[src/rtl/alu_bcd_converter.sv]
// alu_bcd_converter
//   Sequential signed-binary to BCD converter (shift-and-add-3 / double dabble)
//   feeding the display data stage. A conversion takes the two's-complement
//   ALU result, strips the sign, and produces DIGITS BCD digits of magnitude.
//   Results are only published when a conversion completes, so the display
//   never sees partial values.
//
// Ports
//   clk      in   system clock, rising edge
//   rst      in   synchronous, active-high reset
//   start    in   conversion request, sampled only while idle
//   bin_in   in   [BIN_WIDTH-1:0] signed ALU result
//   busy     out  high while converting (CONV and DONE states)
//   done     out  one-cycle pulse in the cycle bcd_out/sign_out take a new value
//   bcd_out  out  [4*DIGITS-1:0] BCD magnitude, most significant digit on top
//   sign_out out  1 = negative result
module alu_bcd_converter #(
    parameter int BIN_WIDTH = 10,
    parameter int DIGITS    = 3
) (
    input  logic                  clk,
    input  logic                  rst,
    input  logic                  start,
    input  logic [BIN_WIDTH-1:0]  bin_in,
    output logic                  busy,
    output logic                  done,
    output logic [4*DIGITS-1:0]   bcd_out,
    output logic                  sign_out
);

    localparam int BCD_W = 4 * DIGITS;
    localparam int CNT_W = (BIN_WIDTH > 1) ? $clog2(BIN_WIDTH) : 1;
    localparam logic [CNT_W-1:0]     CNT_LAST = CNT_W'(BIN_WIDTH - 1);
    localparam logic [CNT_W-1:0]     CNT_ONE  = CNT_W'(1);
    localparam logic [BIN_WIDTH-1:0] BIN_ONE  = BIN_WIDTH'(1);

    typedef enum logic [1:0] {
        S_IDLE,
        S_CONV,
        S_DONE
    } state_t;

    state_t               state_q, state_d;
    logic [BIN_WIDTH-1:0] mag_q, mag_d;
    logic [BCD_W-1:0]     bcd_q, bcd_d;
    logic [CNT_W-1:0]     cnt_q, cnt_d;
    logic                 sign_q, sign_d;
    logic [BCD_W-1:0]     bcd_out_q, bcd_out_d;
    logic                 sign_out_q, sign_out_d;

    // Add-3 correction: any digit >= 5 would exceed 9 after doubling, so it is
    // pre-biased by 3 to carry correctly into the next digit on the shift.
    logic [BCD_W-1:0]     bcd_adj;

    always_comb begin
        bcd_adj = bcd_q;
        for (int i = 0; i < DIGITS; i++) begin
            if (bcd_q[4*i +: 4] >= 4'd5) begin
                bcd_adj[4*i +: 4] = bcd_q[4*i +: 4] + 4'd3;
            end
        end
    end

    always_comb begin
        state_d    = state_q;
        mag_d      = mag_q;
        bcd_d      = bcd_q;
        cnt_d      = cnt_q;
        sign_d     = sign_q;
        bcd_out_d  = bcd_out_q;
        sign_out_d = sign_out_q;

        case (state_q)
            S_IDLE: begin
                if (start) begin
                    sign_d  = bin_in[BIN_WIDTH-1];
                    // Two's-complement negate; the most negative value maps to
                    // itself, which read as unsigned is the correct magnitude.
                    mag_d   = bin_in[BIN_WIDTH-1] ? (~bin_in + BIN_ONE) : bin_in;
                    bcd_d   = '0;
                    cnt_d   = '0;
                    state_d = S_CONV;
                end
            end
            S_CONV: begin
                bcd_d = {bcd_adj[BCD_W-2:0], mag_q[BIN_WIDTH-1]};
                mag_d = mag_q << 1;
                cnt_d = cnt_q + CNT_ONE;
                if (cnt_q == CNT_LAST) begin
                    // Publish on the final shift so the outputs change on the
                    // same edge that raises done.
                    bcd_out_d  = {bcd_adj[BCD_W-2:0], mag_q[BIN_WIDTH-1]};
                    sign_out_d = sign_q;
                    state_d    = S_DONE;
                end
            end
            S_DONE: begin
                state_d = S_IDLE;
            end
            default: begin
                state_d = S_IDLE;
            end
        endcase
    end

    always_ff @(posedge clk) begin
        if (rst) begin
            state_q    <= S_IDLE;
            mag_q      <= '0;
            bcd_q      <= '0;
            cnt_q      <= '0;
            sign_q     <= 1'b0;
            bcd_out_q  <= '0;
            sign_out_q <= 1'b0;
        end else begin
            state_q    <= state_d;
            mag_q      <= mag_d;
            bcd_q      <= bcd_d;
            cnt_q      <= cnt_d;
            sign_q     <= sign_d;
            bcd_out_q  <= bcd_out_d;
            sign_out_q <= sign_out_d;
        end
    end

    assign busy     = (state_q != S_IDLE);
    assign done     = (state_q == S_DONE);
    assign bcd_out  = bcd_out_q;
    assign sign_out = sign_out_q;

endmodule

[config.mk]
export PLATFORM = sky130hd
export DESIGN_NAME = alu_bcd_converter
export DESIGN_NICKNAME = d
export VERILOG_FILES = /design/src/rtl/alu_bcd_converter.sv
export SDC_FILE = /design/constraint.sdc
export NUM_CORES = 1
export LEC_CHECK = 0
export BUFFER_PORTS_ARGS = -buffer_cell sky130_fd_sc_hd__buf_2
export CAP_MARGIN = 20
export CELL_PAD_IN_SITES_DETAIL_PLACEMENT = 1
export CELL_PAD_IN_SITES_GLOBAL_PLACEMENT = 1
export CORE_MARGIN = 10
export CORE_UTILIZATION = 30
export CTS_BUF_LIST = sky130_fd_sc_hd__clkbuf_2
export DETAILED_ROUTE_END_ITERATION = 8
export GPL_ROUTABILITY_DRIVEN = 1
export PLACE_DENSITY_LB_ADDON = 0.1
export SETUP_SLACK_MARGIN = 0.02
export SLEW_MARGIN = 20
export SYNTH_ARGS = -nofsm -noshare
export SYNTH_HDL_FRONTEND = slang
export SYNTH_SLANG_ARGS = --single-unit
[constraint.sdc]
create_clock -name clk -period 2.33 [get_ports clk]
set_input_delay 0.1165 -clock clk [delete_from_list [all_inputs] [get_ports clk]]
set_output_delay 0.1165 -clock clk [all_outputs]
set_load 0.01 [all_outputs]
==> impl_metrics.env <==
export IMPL_drive_gt1_share_pct=19.1
export IMPL_synthArstFlopShare_pct=0
export IMPL_synth_avg_cell_area_sq_um=8.95
export IMPL_syn_inst=228
export IMPL_start_util_pct=31.4
export IMPL_drc=0
export IMPL_ys_top_cells_by_area="dfxtp_1, ha_1, a21oi_1"
export IMPL_leakagePower_uw=0.000863
export IMPL_instances_no_fill=334
export IMPL_grt_overflow_total=0
export IMPL_ys_flop_type="dfxtp_1"
export IMPL_hold_path_class="input pin to flip-flop"
export IMPL_io_buffers=27
export IMPL_grt_usage_pct=10.4
export IMPL_final_max_slew_viol_count=0
export IMPL_synth_compound_area_share_pct=21.3
export IMPL_synth_area_mux_share_pct=3.19
export IMPL_finalHoldViolCount=0
export IMPL_required_ns=2.68
export IMPL_rsz0062_at_grt="no"
export IMPL_fmax_ghz=0.593
export IMPL_arrival_ns=2.04
export IMPL_path_class="flip-flop to flip-flop"
export IMPL_status="finished clean"
export IMPL_relSlewSlack_pct=49.5
export IMPL_period_minus_slack_ns=1.69
export IMPL_core_rowCount=29
export IMPL_yosysWarnings=0
export IMPL_ys_seq_area_share_pct=41.2
export IMPL_crit_family="compound AO/OA/AOI/OAI gates"
export IMPL_areaGrowthSynthToFinish_pct=13.5
export IMPL_drt_total_wl_microns=5140
export IMPL_tns_ns=0
export IMPL_synth_fa_ha_area_share_pct=5.52
export IMPL_numCtsBuffers=5
export IMPL_grt_pass1_wl_microns=8670
export IMPL_clk_latency_ns=0.41
export IMPL_cp_end_kind="flip-flop"
export IMPL_ant_nets=0
export IMPL_synth_largest_area_cell="dfxtp_1"
export IMPL_yosys_area_top_type_share_pct=41.2
export IMPL_ios=28
export IMPL_yosysMostFrequentCell="dfxtp_1"
export IMPL_avgViaCountPerCell=5.14
export IMPL_ir_worst_vdd_v=0.000134
export IMPL_grt_max_degree=45
export IMPL_drtPass1Iterations=4
export IMPL_synth_top_family_by_area="compound AO/OA/AOI/OAI gates"
export IMPL_ys_ff_latch=42
export IMPL_power_density_nw_per_um2=518
export IMPL_place_congestion=0.727
export IMPL_max_cap_violations=0
export IMPL_die_x_microns=102
export IMPL_synth_edf_count=0
export IMPL_start_kind="flip-flop"
export IMPL_cts_tree="done"
export IMPL_dp_final_hpwl_microns=3740
export IMPL_path_buf_inv=1
export IMPL_cp_max_fo=5
export IMPL_worstPathCellList="inv_1 -> ha_1 -> nand2b_1 -> a21oi_1 -> mux2_2 -> o21ai_0"
export IMPL_period_share_pct=72.4
export IMPL_synth_nets=250
export IMPL_placed_cells=323
export IMPL_nNetsFinal=278
export IMPL_fin_skew_ns=0.0200
export IMPL_synth_xor_area_share_pct=4.29
export IMPL_grt_pass1_vias=1770
export IMPL_clk_pin_slew_worst_paths_ns=0.21
export IMPL_cts_root_buf="clkbuf_2"
export IMPL_die_height_microns=102
export IMPL_synth_common_cells="dfxtp_1, nor2_1, a21oi_1, o21ai_0"
export IMPL_wl_per_cell_microns=15.4
export IMPL_htreeDepth=2
export IMPL_antenna_found_initial=0
export IMPL_drt_iter0_drc=44
export IMPL_critPathMaxStageDelay_ns=0.39
export IMPL_tightest_slew_ns=0.758
export IMPL_num_antenna_cells=0
export IMPL_vias=1717
export IMPL_cts_setup_buffers=0
export IMPL_holdBufCountCts=2
export IMPL_cts_sinks=42
export IMPL_synthSimpleGateAreaFrac_pct=19.6
export IMPL_synth_cell_area_sq_um=2040
export IMPL_setup_viol=0
export IMPL_cts_resized=0
export IMPL_slowest_stage="dfxtp_1"
export IMPL_cts_path_max_buffers=2
export IMPL_yosysUniqueCellTypes=38
export IMPL_core_sq_um=6490
export IMPL_dieArea_sq_um=10500
-- kinds of logic (layout without fill, tap and decap cells) --
kind of cell	Yosys count	in the layout
flip-flops	42	42
adder cells (fa/ha/maj)	9	9
buffers and inverters	25	54
AND/OR/NAND/NOR	71	71
multiplexers	6	6
XOR/XNOR	10	10
AO/OA/AOI/OAI	65	65
-- worst paths after layout --
check | startpoint | endpoint | slack [ns] | depth (start not counted)
setup / recovery | bcd_q[0]$_SDFFE_PP0P_ | bcd_q[2]$_SDFFE_PP0P_ | 0.64 | 6
hold / removal | bin_in[4] | mag_q[4]$_SDFFE_PP0P_ | 0.05 | 3
setup reg to reg | bcd_q[0]$_SDFFE_PP0P_ | bcd_q[2]$_SDFFE_PP0P_ | 0.64 | 6
hold reg to reg | sign_q$_SDFFE_PP0P_ | sign_q$_SDFFE_PP0P_ | 0.49 | 2
-- layout by cell type (no fill, tap or decap), types with 2 or more instances in the layout --
| master | n |
|---|---|
| inv_1 | 12 |
| clkbuf_2 | 6 |
| o22ai_1 | 12 |
| nand3b_1 | 6 |
| nand3_1 | 5 |
| mux2_2 | 4 |
| nor2_1 | 17 |
| a21oi_1 | 16 |
| or4_1 | 3 |
| dfxtp_1 | 42 |
| a211oi_1 | 5 |
| o21ai_0 | 16 |
| nor2b_1 | 2 |
| a222oi_1 | 3 |
| a22oi_1 | 7 |
| xnor2_1 | 4 |
| xor2_1 | 6 |
| nor3b_1 | 5 |
| or2_2 | 3 |
| ha_1 | 9 |
| nand2_1 | 7 |
| buf_2 | 27 |
| nor3_1 | 4 |
| buf_4 | 4 |
| mux2i_1 | 2 |
| dlygate4sd3_1 | 3 |
| nand2b_1 | 12 |
-- worst reg2reg max path, cell delays in order (launching register included) --
cell and delay [ns]:
dfxtp_1 0.39, inv_1 0.10, ha_1 0.25, nand2b_1 0.10, a21oi_1 0.25, mux2_2 0.39
o21ai_0 0.15
-- stage by stage --
step / total power [uW] / instance area (sq um) / utilization [%] / hold WS [ns] / setup WS (ns)
detailed placement: 899 / 2250 / 34.6 / 0.426 / 0.680
CTS: 1220 / 2310 / 35.5 / 0.00846 / 0.637
floorplan: 849 / 2040 / - / 0.277 / 0.880
finish: 1200 / 2320 / 35.7 / 0.0492 / 0.644
global placement: 899 / 2250 / 34.6 / 0.410 / 0.689
global route: 1260 / 2320 / 35.7 / 0.0481 / 0.493
-- flip-flops by register name (all words and copies together), names as in the netlist --
| register | cells |
|---|---|
| mag_q | 10 |
| sign_q | 1 |
| bcd_out | 12 |
| cnt_q | 4 |
| state_q | 2 |
| sign_out | 1 |
| bcd_q | 12 |
-- layer usage --
metal / vias up / global-route usage, % / part of all wire (%)
met2: 26 / 17.0 / 46
met3: 5 / 3.44 / 5.1
li1: 875 / - / -
met5: - / 0 / 0
met4: 0 / 2.93 / 0.99
met1: 811 / 12.6 / 48
-- power breakdown --
group	switching, uW	leakage, uW	internal [uW]
logic	84.1	0.000492	53.8
clock network	239	0.0000304	73.8
registers	11.6	0.000340	737
-- area by class of cell --
cell class              count  area [sq um]
fillers                   789          4180
multi-input cells         161          1100
repair buffers             34           195
clock inverters             2          8.76
flip-flops and latches     42           841
clock buffers               6          30.0
inverters                  12          45.0
well taps                  77          96.3
No activity file was read; power rests on OpenSTA's default activity.
